<file path="config.mk">
export PLATFORM = sky130hd
export DESIGN_NAME = ddr3_app_arbiter
export DESIGN_NICKNAME = d
export VERILOG_FILES = /design/src/rtl/ddr3_app_arbiter.sv
export SDC_FILE = /design/constraint.sdc
export NUM_CORES = 1
export LEC_CHECK = 0
export CAP_MARGIN = 30
export CORE_AREA = 2 2 204 206
export DETAILED_ROUTE_END_ITERATION = 12
export DIE_AREA = 0 0 206 208
export GPL_ROUTABILITY_DRIVEN = 0
export HOLD_SLACK_MARGIN = 0.12
export SETUP_SLACK_MARGIN = 0.4
export SLEW_MARGIN = 20
export SYNTH_ARGS = -nofsm -noshare
export SYNTH_HDL_FRONTEND = slang
export SYNTH_SLANG_ARGS = --single-unit
</file>
<file path="constraint.sdc">
create_clock -name i_clk -period 4.28 [get_ports i_clk]
set_clock_uncertainty 0.15 [all_clocks]
set_input_delay 0.856 -clock i_clk [delete_from_list [all_inputs] [get_ports i_clk]]
set_output_delay 0.856 -clock i_clk [all_outputs]
set_load 0.03 [all_outputs]
</file>
<file path="src/rtl/ddr3_app_arbiter.sv">
// ddr3_app_arbiter
// Two-master round-robin arbiter in front of the DDR3 controller app port.
// The winning master's cmd/addr/wdata/wmask are latched in IDLE and presented
// in ISSUE until the controller accepts them. A per-read tag FIFO records
// which master issued each read, so returned data reaches the right master.
//
// Ports
//   i_clk, i_rst                 clock (clk_x1), synchronous active-high reset
//   i_init_calib_complete        no command is issued while low
//   i_mN_req/cmd/addr/wdata/wmask  master N request bundle (held until o_mN_gnt)
//   o_mN_gnt                     accept pulse, same cycle as the controller accept
//   o_mN_rdata/o_mN_rvalid       read return (shared data bus, per-master valid)
//   i_app_rdy, i_app_wdf_rdy     controller command / write-data ready
//   o_app_en/cmd/addr            command to controller
//   o_app_wdf_wren/end/data/mask single-beat write data
//   i_app_rd_data(_valid)        read data from controller
//   o_app_ref_req/o_app_sre_req  refresh / self-refresh request (sre tied low)
//   i_app_ref_ack                refresh acknowledge
//   o_tag_err                    sticky: read data arrived with no outstanding tag
//
// Configuration
//   ARB_REFRESH_EN  when defined, a free-running counter raises a refresh request
//                   every REF_INTERVAL cycles; otherwise o_app_ref_req is tied low.

module ddr3_app_arbiter #(
   parameter int unsigned ADDR_WIDTH   = 29,
   parameter int unsigned DATA_WIDTH   = 64,
   parameter int unsigned MASK_WIDTH   = 8,
   parameter int unsigned TAG_DEPTH    = 16,
   parameter int unsigned REF_INTERVAL = 1560
) (
   input  logic                  i_clk,
   input  logic                  i_rst,
   input  logic                  i_init_calib_complete,
   input  logic                  i_m0_req,
   input  logic [2:0]            i_m0_cmd,
   input  logic [ADDR_WIDTH-1:0] i_m0_addr,
   input  logic [DATA_WIDTH-1:0] i_m0_wdata,
   input  logic [MASK_WIDTH-1:0] i_m0_wmask,
   output logic                  o_m0_gnt,
   output logic [DATA_WIDTH-1:0] o_m0_rdata,
   output logic                  o_m0_rvalid,
   input  logic                  i_m1_req,
   input  logic [2:0]            i_m1_cmd,
   input  logic [ADDR_WIDTH-1:0] i_m1_addr,
   input  logic [DATA_WIDTH-1:0] i_m1_wdata,
   input  logic [MASK_WIDTH-1:0] i_m1_wmask,
   output logic                  o_m1_gnt,
   output logic [DATA_WIDTH-1:0] o_m1_rdata,
   output logic                  o_m1_rvalid,
   input  logic                  i_app_rdy,
   input  logic                  i_app_wdf_rdy,
   output logic                  o_app_en,
   output logic [2:0]            o_app_cmd,
   output logic [ADDR_WIDTH-1:0] o_app_addr,
   output logic                  o_app_wdf_wren,
   output logic                  o_app_wdf_end,
   output logic [DATA_WIDTH-1:0] o_app_wdf_data,
   output logic [MASK_WIDTH-1:0] o_app_wdf_mask,
   input  logic [DATA_WIDTH-1:0] i_app_rd_data,
   input  logic                  i_app_rd_data_valid,
   output logic                  o_app_ref_req,
   output logic                  o_app_sre_req,
   input  logic                  i_app_ref_ack,
   output logic                  o_tag_err
);

   localparam int unsigned TAG_AW = $clog2(TAG_DEPTH);
   localparam int unsigned CNT_W  = TAG_AW + 1;
   localparam logic [2:0]  CMD_WR = 3'b000;
   localparam logic [2:0]  CMD_RD = 3'b001;

   typedef enum logic [1:0] {S_IDLE, S_ISSUE, S_REF} state_t;

   state_t                r_state;
   logic                  r_rr;        // last granted master; the other wins a tie
   logic                  r_win;       // master owning the command in ISSUE
   logic                  r_is_wr;
   logic                  r_app_en;
   logic [2:0]            r_app_cmd;
   logic [ADDR_WIDTH-1:0] r_app_addr;
   logic                  r_wdf_wren;
   logic [DATA_WIDTH-1:0] r_wdf_data;
   logic [MASK_WIDTH-1:0] r_wdf_mask;
   logic [DATA_WIDTH-1:0] r_rdata;
   logic                  r_m0_rvalid;
   logic                  r_m1_rvalid;
   logic                  r_tag_err;
   logic [TAG_DEPTH-1:0]  r_tags;
   logic [TAG_AW-1:0]     r_wr_ptr;
   logic [TAG_AW-1:0]     r_rd_ptr;
   logic [CNT_W-1:0]      r_count;

   logic w_m0_wr, w_m1_wr, w_full, w_m0_elig, w_m1_elig, w_any;
   logic w_win, w_win_wr, w_accept, w_push, w_pop, w_head, w_ref_pend;

   // Arbitration: writes are always eligible, reads need a free tag slot
   assign w_m0_wr   = (i_m0_cmd == CMD_WR);
   assign w_m1_wr   = (i_m1_cmd == CMD_WR);
   assign w_full    = (r_count == CNT_W'(TAG_DEPTH));
   assign w_m0_elig = i_m0_req && (w_m0_wr || !w_full);
   assign w_m1_elig = i_m1_req && (w_m1_wr || !w_full);
   assign w_any     = w_m0_elig || w_m1_elig;
   assign w_win     = (w_m0_elig && w_m1_elig) ? ~r_rr : w_m1_elig;
   assign w_win_wr  = w_win ? w_m1_wr : w_m0_wr;

   // Writes need both command and write-data ready in the same cycle
   assign w_accept  = (r_state == S_ISSUE) && i_app_rdy && (!r_is_wr || i_app_wdf_rdy);
   assign o_m0_gnt  = w_accept && !r_win;
   assign o_m1_gnt  = w_accept && r_win;

   // Tag FIFO push on accepted read, pop on returned data
   assign w_push = w_accept && !r_is_wr;
   assign w_pop  = i_app_rd_data_valid && (r_count != '0);
   assign w_head = r_tags[r_rd_ptr];

   assign o_app_en       = r_app_en;
   assign o_app_cmd      = r_app_cmd;
   assign o_app_addr     = r_app_addr;
   assign o_app_wdf_wren = r_wdf_wren;
   assign o_app_wdf_end  = r_wdf_wren;
   assign o_app_wdf_data = r_wdf_data;
   assign o_app_wdf_mask = r_wdf_mask;
   assign o_m0_rdata     = r_rdata;
   assign o_m1_rdata     = r_rdata;
   assign o_m0_rvalid    = r_m0_rvalid;
   assign o_m1_rvalid    = r_m1_rvalid;
   assign o_tag_err      = r_tag_err;
   assign o_app_sre_req  = 1'b0;

`ifdef ARB_REFRESH_EN
   localparam int unsigned REF_CW = (REF_INTERVAL > 1) ? $clog2(REF_INTERVAL) : 1;
   logic [REF_CW-1:0] r_ref_cnt;
   logic              r_ref_pend;
   logic              r_ref_req;
   assign w_ref_pend    = r_ref_pend;
   assign o_app_ref_req = r_ref_req;
`else
   logic w_unused_ok;
   assign w_ref_pend    = 1'b0;
   assign o_app_ref_req = 1'b0;
   assign w_unused_ok   = i_app_ref_ack ^ (REF_INTERVAL == 0);
`endif

   // Arbiter FSM, tag FIFO and read-return path
   always_ff @(posedge i_clk) begin
      if (i_rst) begin
         r_state     <= S_IDLE;
         r_rr        <= 1'b1;
         r_win       <= 1'b0;
         r_is_wr     <= 1'b0;
         r_app_en    <= 1'b0;
         r_app_cmd   <= '0;
         r_app_addr  <= '0;
         r_wdf_wren  <= 1'b0;
         r_wdf_data  <= '0;
         r_wdf_mask  <= '0;
         r_rdata     <= '0;
         r_m0_rvalid <= 1'b0;
         r_m1_rvalid <= 1'b0;
         r_tag_err   <= 1'b0;
         r_tags      <= '0;
         r_wr_ptr    <= '0;
         r_rd_ptr    <= '0;
         r_count     <= '0;
`ifdef ARB_REFRESH_EN
         r_ref_cnt   <= '0;
         r_ref_pend  <= 1'b0;
         r_ref_req   <= 1'b0;
`endif
      end else begin
         r_m0_rvalid <= w_pop && !w_head;
         r_m1_rvalid <= w_pop && w_head;
         if (w_pop) begin
            r_rdata  <= i_app_rd_data;
            r_rd_ptr <= r_rd_ptr + 1'b1;
         end
         if (i_app_rd_data_valid && (r_count == '0)) begin
            r_tag_err <= 1'b1;
         end
         if (w_push) begin
            r_tags[r_wr_ptr] <= r_win;
            r_wr_ptr         <= r_wr_ptr + 1'b1;
         end
         if (w_push && !w_pop) begin
            r_count <= r_count + 1'b1;
         end else if (w_pop && !w_push) begin
            r_count <= r_count - 1'b1;
         end

         case (r_state)
            S_IDLE: begin
               if (w_ref_pend) begin
                  r_state <= S_REF;
`ifdef ARB_REFRESH_EN
                  r_ref_req <= 1'b1;
`endif
               end else if (i_init_calib_complete && w_any) begin
                  r_state    <= S_ISSUE;
                  r_win      <= w_win;
                  r_is_wr    <= w_win_wr;
                  r_app_en   <= 1'b1;
                  r_wdf_wren <= w_win_wr;
                  r_app_cmd  <= w_win_wr ? CMD_WR : CMD_RD;
                  r_app_addr <= w_win ? i_m1_addr  : i_m0_addr;
                  r_wdf_data <= w_win ? i_m1_wdata : i_m0_wdata;
                  r_wdf_mask <= w_win ? i_m1_wmask : i_m0_wmask;
               end
            end
            S_ISSUE: begin
               if (w_accept) begin
                  r_state    <= S_IDLE;
                  r_app_en   <= 1'b0;
                  r_wdf_wren <= 1'b0;
                  r_rr       <= r_win;
               end
            end
            S_REF: begin
`ifdef ARB_REFRESH_EN
               if (i_app_ref_ack) begin
                  r_state    <= S_IDLE;
                  r_ref_req  <= 1'b0;
                  r_ref_pend <= 1'b0;
               end
`else
               r_state <= S_IDLE;
`endif
            end
            default: r_state <= S_IDLE;
         endcase

`ifdef ARB_REFRESH_EN
         // Free-running interval counter; placed after the FSM so a wrap
         // coinciding with an acknowledge leaves a fresh request pending
         if (r_ref_cnt == REF_CW'(REF_INTERVAL - 1)) begin
            r_ref_cnt  <= '0;
            r_ref_pend <= 1'b1;
         end else begin
            r_ref_cnt <= r_ref_cnt + 1'b1;
         end
`endif
      end
   end

endmodule
</file>
==> key figures, run 1 <==
Outcome
  – Status: completed

Global route
  – Largest net degree at the start of global routing: 119
  – Vias in the first global route: 9129
  – Antenna violations before repair: 1
  – First-pass GRT wire length: 53800 µm
  – All-layer global routing usage: 15.90%
  – Gr ovfl total: 0

Pwr
  – Clock Power Share: 24.5%
  – Pwr dens: 549.4 nW/µm²
  – Leak Pwr: 5.604 nW
  – Switching Power: 3.350 mW
  – P_int: 5.029 mW
  – Logic pwr share: 45.4%
  – Max IR drop VDD: 0.0002565 V
  – Seq pwr share: 30.1%
  – Switching fraction of total power: 39.98%

Cells and area
  – Area growth from synthesis to layout: 65.17%
  – ANT cells: 0
  – Filler Cell Count: 4136
  – Nets: 1816
  – Layout cells sized above 1: 8.566%

STA
  – Fin. Hold Viols: 0
  – Unrepaired setup endpoints after global routing: false
  – Worst slew pin tran: 0.9229 ns
  – Slew Limit Fails: 0
  – Final min period: 3.369 ns
  – Fin crit share: 78.71%
  – Rel. slew slack: 38.47%
  – Total negative slack: 0 ns
  – Setup Viol. Count Final: 0
  – FMAX: 296.9 MHz
  – Final worst slack: 0.9114 ns

Floorplan
  – Initial Util: 22.77%
  – IO Pins: 523
  – Die area: 42850 µm²
  – Core box area: 40550 µm²
  – Std-Cell Rows: 74
  – Die Y: 208 µm
  – Die Width: 206 µm

Logic synthesis
  – Distinct cells, synth: 43
  – Yosys warns: 0
  – Post-synthesis sequential area ratio: 44.02%
  – Synth Register Bits: 203
  – Most common flop cell mapped by yosys: dfxtp_1
  – Post-synthesis cell area: 9233 µm²
  – Post-Syn Instances: 1113
  – Post-synth EDFFs: 0
  – Fraction of registers with async set/reset: 0%
  – Syn_area_per_cell: 8.295 µm²

Setup path
  – Setup crit start kind: input pin
  – Worst path required time: 3.27 ns
  – Worst R2R Path Depth: 11
  – R2r startpoint: r_count[0]
  – Critical path's slowest cell: clkdlybuf4s50_1
  – Worst path max stage delay: 0.68 ns
  – RR Endpoint: r_count[4]
  – CP arrival: 2.36 ns
  – Kind of critical path: in -> out
  – Crit path capture: o_m1_gnt
  – Crit path top cell by count: clkdlybuf4s50_1
  – Top fanout value on the critical path: 3
  – Crit path from: i_app_rdy
  – Crit-path cells: clkdlybuf4s50_1 -> o211a_1 -> and2_1 -> clkdlybuf4s50_1
  – Setup crit end kind: output pin
  – R2R Setup Slk: 1.21 ns

CTS
  – Clk buf depth: 3
  – CTS H-tree lvls: 1
  – CTS tree: done
  – CTS buffer count: 24
  – CTS root buf: clkbuf_16
  – Clock tree sinks: 203
  – CTS clk-pin slew, worst paths: 0.06 ns
  – Skew-Pair Late Insertion Delay: 0.52 ns
  – Cts repair resizes: 0
  – CTS Hold Bufs: 0
  – Post CTS Setup Buffer Count: 0

Job
  – Max Cap Viol: 0

Drt
  – Drt via density: 4.413
  – Starting DRC count in detailed routing: 510
  – Via count of the routed design: 9149
  – DRC Markers: 0
  – Final ANT Viol Nets: 0
  – DR WL/cell: 17.38 µm
  – Drt total wl: 36020 µm
  – DRT Pass-1 Iters: 5

Min path
  – Worst min-delay path category: reg -> reg

Place
  – I/O Buffers: 517
  – Setup WS pre-CTS: 0.6909 ns
  – DP HPWL: 26190 µm
## cells by family (layout without fill, tap and decap cells)
logic type	count (synthesis)	count (layout)	share of synthesized area [%]
compound gates	288	288	22.17
mux	25	25	3.388
buf+inv	164	589	10.54
flops	203	203	44.02
fa+ha+maj	10	10	1.437
other cells	1	4	0.04062
simple gates	412	412	17.45
xor+xnor	10	10	0.9486
## routing by layer
| layer | up-vias | track usage (%) | wire length (µm) |
|---|---|---|---|
| li1 | 4499 | - | - |
| met1 | 4298 | 19.52 | 15010 |
| met2 | 285 | 27.52 | 17560 |
| met3 | 65 | 3.383 | 2277 |
| met4 | 2 | 5.000 | 1159 |
| met5 | - | 0 | 15 |
## state kept, by name, indices dropped and copies added (netlist names)
| name | cells |
|---|---|
| o_app_wdf_mask | 8 |
| r_rr | 1 |
| o_tag_err | 1 |
| r_win | 1 |
| r_tags | 16 |
| r_rd_ptr | 4 |
| o_app_en | 1 |
| o_app_cmd | 1 |
| r_is_wr | 1 |
| o_m0_rvalid | 1 |
| o_m1_rvalid | 1 |
| r_count | 5 |
| r_wr_ptr | 4 |
| o_app_wdf_end | 1 |
| o_app_wdf_data | 64 |
| o_m0_rdata | 64 |
| o_app_addr | 29 |
## per-stage QoR
step	hold slack, ns	power (mW)	std cells	util, %	area, µm²
after detailed placement	0.3127	6.400	2031	35.69	14470
after CTS	0.3206	8.515	2073	37.60	15250
final	0.3187	8.378	2073	37.60	15250
after global placement	0.3079	6.351	2031	35.69	14470
after global routing	0.3432	8.859	2073	37.60	15250
after floorplan	0.2775	4.954	1116	-	9244
## worst max-delay path: cells and delay by family
kind | cells | cell delay (ns)
AOI/OAI and AO/OA | 1 | 0.17
buffers and inverters | 2 | 1.18
and+or+nand+nor | 1 | 0.15
## power by group through the flow
stage / Combinational (mW) / Sequential, mW / Clock, mW
6_report: 3.80 / 2.52 / 2.05
4_1_cts: 3.85 / 2.53 / 2.13
3_5_place_dp: 3.83 / 2.57 / 0
3_3_place_gp: 3.80 / 2.55 / 0
2_1_floorplan: 1.86 / 3.09 / 0
5_1_grt: 4.09 / 2.57 / 2.20
## cells in the final DEF (no fill, tap or decap), types with 3 or more instances in the layout
master / count
clkbuf_1: 9
ha_1: 9
clkbuf_16: 25
conb_1: 4
and2_1: 3
nand2_1: 241
dfxtp_1: 203
xor2_1: 5
nor2_1: 145
mux2i_1: 20
a211oi_2: 62
a21oi_1: 173
clkdlybuf4s50_1: 516
a211oi_1: 38
mux4_2: 5
xnor2_1: 5
buf_12: 8
nor3_1: 8
inv_1: 6
buf_4: 15
clkbuf_8: 7
## worst min-delay path by stage
| stage | cells after the start | start | endpoint | slack, ns |
|---|---|---|---|---|
| 6_report | 2 | o_m0_rdata[23] | o_m0_rdata[23] | 0.32 |
| 5_1_grt | 2 | o_m0_rdata[11] | o_m0_rdata[11] | 0.34 |
| 4_1_cts | 2 | o_m0_rdata[23] | o_m0_rdata[23] | 0.32 |
| 3_5_place_dp | 2 | o_m0_rdata[23] | o_m0_rdata[23] | 0.31 |
| 3_3_place_gp | 2 | r_is_wr | r_is_wr | 0.31 |
| 2_1_floorplan | 1 | r_rr | r_rr | 0.28 |
## Yosys cell counts (all sizes together) (2+ instances only)
master	count	area, µm²
a211oi	100	1061
a21o	2	15.01
a21oi	173	865.8
and2	3	18.77
and3	2	12.51
buf	99	729.5
clkbuf	58	217.7
dfxtp	203	4064
ha	9	112.6
inv	7	26.28
mux2i	20	200.2
mux4	5	112.6
nand2	241	904.6
nand2b	2	12.51
nand3	2	10.01
nand4	2	12.51
nor2	145	544.3
nor3	8	40.04
o211a	2	20.02
o31ai	2	15.01
or3	3	23.77
xnor2	5	43.79
xor2	5	43.79
## layout make-up
class,count,area (µm²),area share (%)
Clock buffer,40,742.0,4.865
Multi-Input combinational cell,749,4265,27.97
Timing Repair Buffer,540,5451,35.75
Tap cell,532,665.6,4.365
Sequential cell,203,4064,26.65
Inverter,7,26.28,0.1723
Clock inverter,2,35.03,0.2297
Note: power is estimated with default switching activity, not from simulation.
==> run 2, diff against run 1 <==
clock period = 3.31 ns   (was 4.28 ns; I/O delays follow)
==> run 2 against run 1 <==
Register-to-register slack worse by 0.65 ns. Critical path depth is 2 higher. Global-route usage shrank 0.12 points. Clock-buffer cell count is 8 lower. Largest cell class unchanged. Largest power group unchanged.
==> key figures, run 2 (synthesis results as in run 1) <==
CTS
  – Post CTS Setup Buffer Count: 0
  – CTS tree: done
  – CTS H-tree lvls: 1
  – Clock tree sinks: 203
  – CTS root buf: clkbuf_16
  – CTS clk-pin slew, worst paths: 0.06 ns
  – Skew-Pair Late Insertion Delay: 0.53 ns
  – CTS Hold Bufs: 0
  – Clk buf depth: 3
  – CTS buffer count: 25

STA
  – Final min period: 2.753 ns
  – Fin crit share: 83.16%
  – Worst slew pin tran: 0.8021 ns
  – Setup Viol. Count Final: 0
  – Total negative slack: 0 ns
  – Rel. slew slack: 46.53%
  – FMAX: 363.3 MHz
  – Min Hold Slack: 0.3207 ns
  – Fin. Hold Viols: 0
  – Unrepaired setup endpoints after global routing: false
  – Slew Limit Fails: 0

Place
  – DP HPWL: 25770 µm
  – I/O Buffers: 517

Floorplan
  – Die Y: 208 µm
  – IO Pins: 523
  – Initial Util: 22.77%
  – Die area: 42850 µm²
  – Core box area: 40550 µm²
  – Std-Cell Rows: 74
  – Die Width: 206 µm

Setup path
  – Kind of critical path: reg -> reg
  – R2r startpoint: r_count[0]
  – Setup crit start kind: flop
  – Worst path required time: 3.59 ns
  – CP arrival: 3.03 ns
  – Worst R2R Path Depth: 6
  – Setup crit end kind: flop
  – R2R Setup Slk: 0.56 ns
  – RR Endpoint: o_app_addr[12]
  – Top fanout value on the critical path: 79

Drt
  – Drt via density: 4.419
  – Final ANT Viol Nets: 0
  – Top layer reached by signal wires: met5
  – DRC Markers: 0
  – DRT Pass-1 Iters: 4
  – Drt total wl: 35530 µm
  – Detail Route met2 WL: 17450 µm
  – Starting DRC count in detailed routing: 459
  – Via count of the routed design: 9232
  – WL met1: 14760 µm
  – Met3 WL: 2376 µm
  – DR WL/cell: 17.01 µm

Global route
  – Antenna violations before repair: 3
  – Gr ovfl total: 0
  – First-pass GRT wire length: 53630 µm
  – Largest net degree at the start of global routing: 102
  – All-layer global routing usage: 15.78%
  – Vias in the first global route: 9292

Min path
  – Hold Path Depth: 2
  – Worst Hold End: r_is_wr
  – Worst min-delay path category: reg -> reg
  – Worst Hold Launch: r_is_wr

Pwr
  – Logic pwr share: 45.1%
  – Leak Pwr: 5.714 nW
  – Max IR drop VDD: 0.0004547 V
  – Switching Power: 4.366 mW
  – Pwr dens: 718.1 nW/µm²
  – Seq pwr share: 29.3%
  – Clock Power Share: 25.6%
  – Switching fraction of total power: 39.37%
  – P_int: 6.725 mW

Cells and area
  – Commonest non-fill, non-tap cell in the layout: clkdlybuf4s50_1
  – Nets: 1829
  – Area growth from synthesis to layout: 67.27%
  – Layout cells sized above 1: 9.833%
  – Most frequent cells in the layout: 514 x clkdlybuf4s50_1, 241 x nand2_1, 203 x dfxtp_1

Outcome
  – Status: completed

Job
  – Max Cap Viol: 0
==> run 2: changes by cell type in the layout (fill, tap and decap cells not counted), moves of 2 or more <==
cell and change:
clkinvlp_4 +2, clkbuf_8 -4, clkdlybuf4s50_1 -2, clkinv_2 +5
clkbuf_1 -4, buf_12 +2, dlygate4sd2_1 +2, buf_4 +10
bufinv_16 +3
==> run 2: final cells by class <==
| cell class | instances | area, µm² |
|---|---|---|
| flip-flops and latches | 203 | 4064 |
| well taps | 532 | 665.6 |
| inverters | 7 | 26.28 |
| clock buffers | 32 | 671.9 |
| clock inverters | 13 | 173.9 |
| fillers | 4158 | 25110 |
| repair buffers | 552 | 5564 |
| multi-input cells | 749 | 4275 |
| diodes | 1 | 2.502 |
==> run 2: timing repair <==
item,CTS,global route
resized for setup,2,1
setup endpoints to repair,2,1
pin swaps,0,1
==> run 2: metrics by stage <==
step           total power, mW  setup WS, ns  area, µm²  instances  util [%]
6_report                 11.09        0.5574      15440       2089     38.08
5_1_grt                  11.75        0.4213      15440       2089     38.08
4_1_cts                  11.27        0.5534      15440       2088     38.07
3_5_place_dp             8.344       0.07400      14590       2043     35.99
3_3_place_gp             8.287       0.02830      14590       2043     35.99
2_1_floorplan            6.421        0.4390       9255       1116         -
==> run 2: critical path, cell delays in order, from the launching register on <==
cell and delay (ns):
dfxtp_1 0.38, or4_4 0.57, or3_1 0.43, a32oi_4 0.30, buf_12 0.35, a21oi_1 0.10
a211oi_1 0.29
==> run 2: power by group through the flow <==
stage                     Sequential, mW  Combinational (mW)  Clock [mW]
final                               3.25                5.00        2.84
after global routing                3.31                5.39        3.06
after CTS                           3.25                5.06        2.95
after detailed placement            3.30                5.05           0
after global placement              3.29                5.00           0
after floorplan                     4.00                2.42           0
==> run 2: worst max path at each step <==
stage | start | end | slack, ns | cells past startpoint
after global placement | i_app_rdy | r_count[4] | 0.03 | 10
final | r_count[0] | o_app_addr[12] | 0.56 | 6
after CTS | r_count[0] | o_app_addr[12] | 0.55 | 6
after detailed placement | i_app_rdy | r_count[4] | 0.07 | 10
after global routing | r_count[0] | o_app_addr[12] | 0.42 | 6
after floorplan | r_count[0] | r_count[4] | 0.44 | 12
==> run 2: metal layers <==
metal | vias to the layer above | GRT usage (%)
met4 | 4 | 4.803
met1 | 4363 | 19.20
li1 | 4536 | -
met5 | - | 0
met2 | 271 | 27.52
met3 | 58 | 3.430
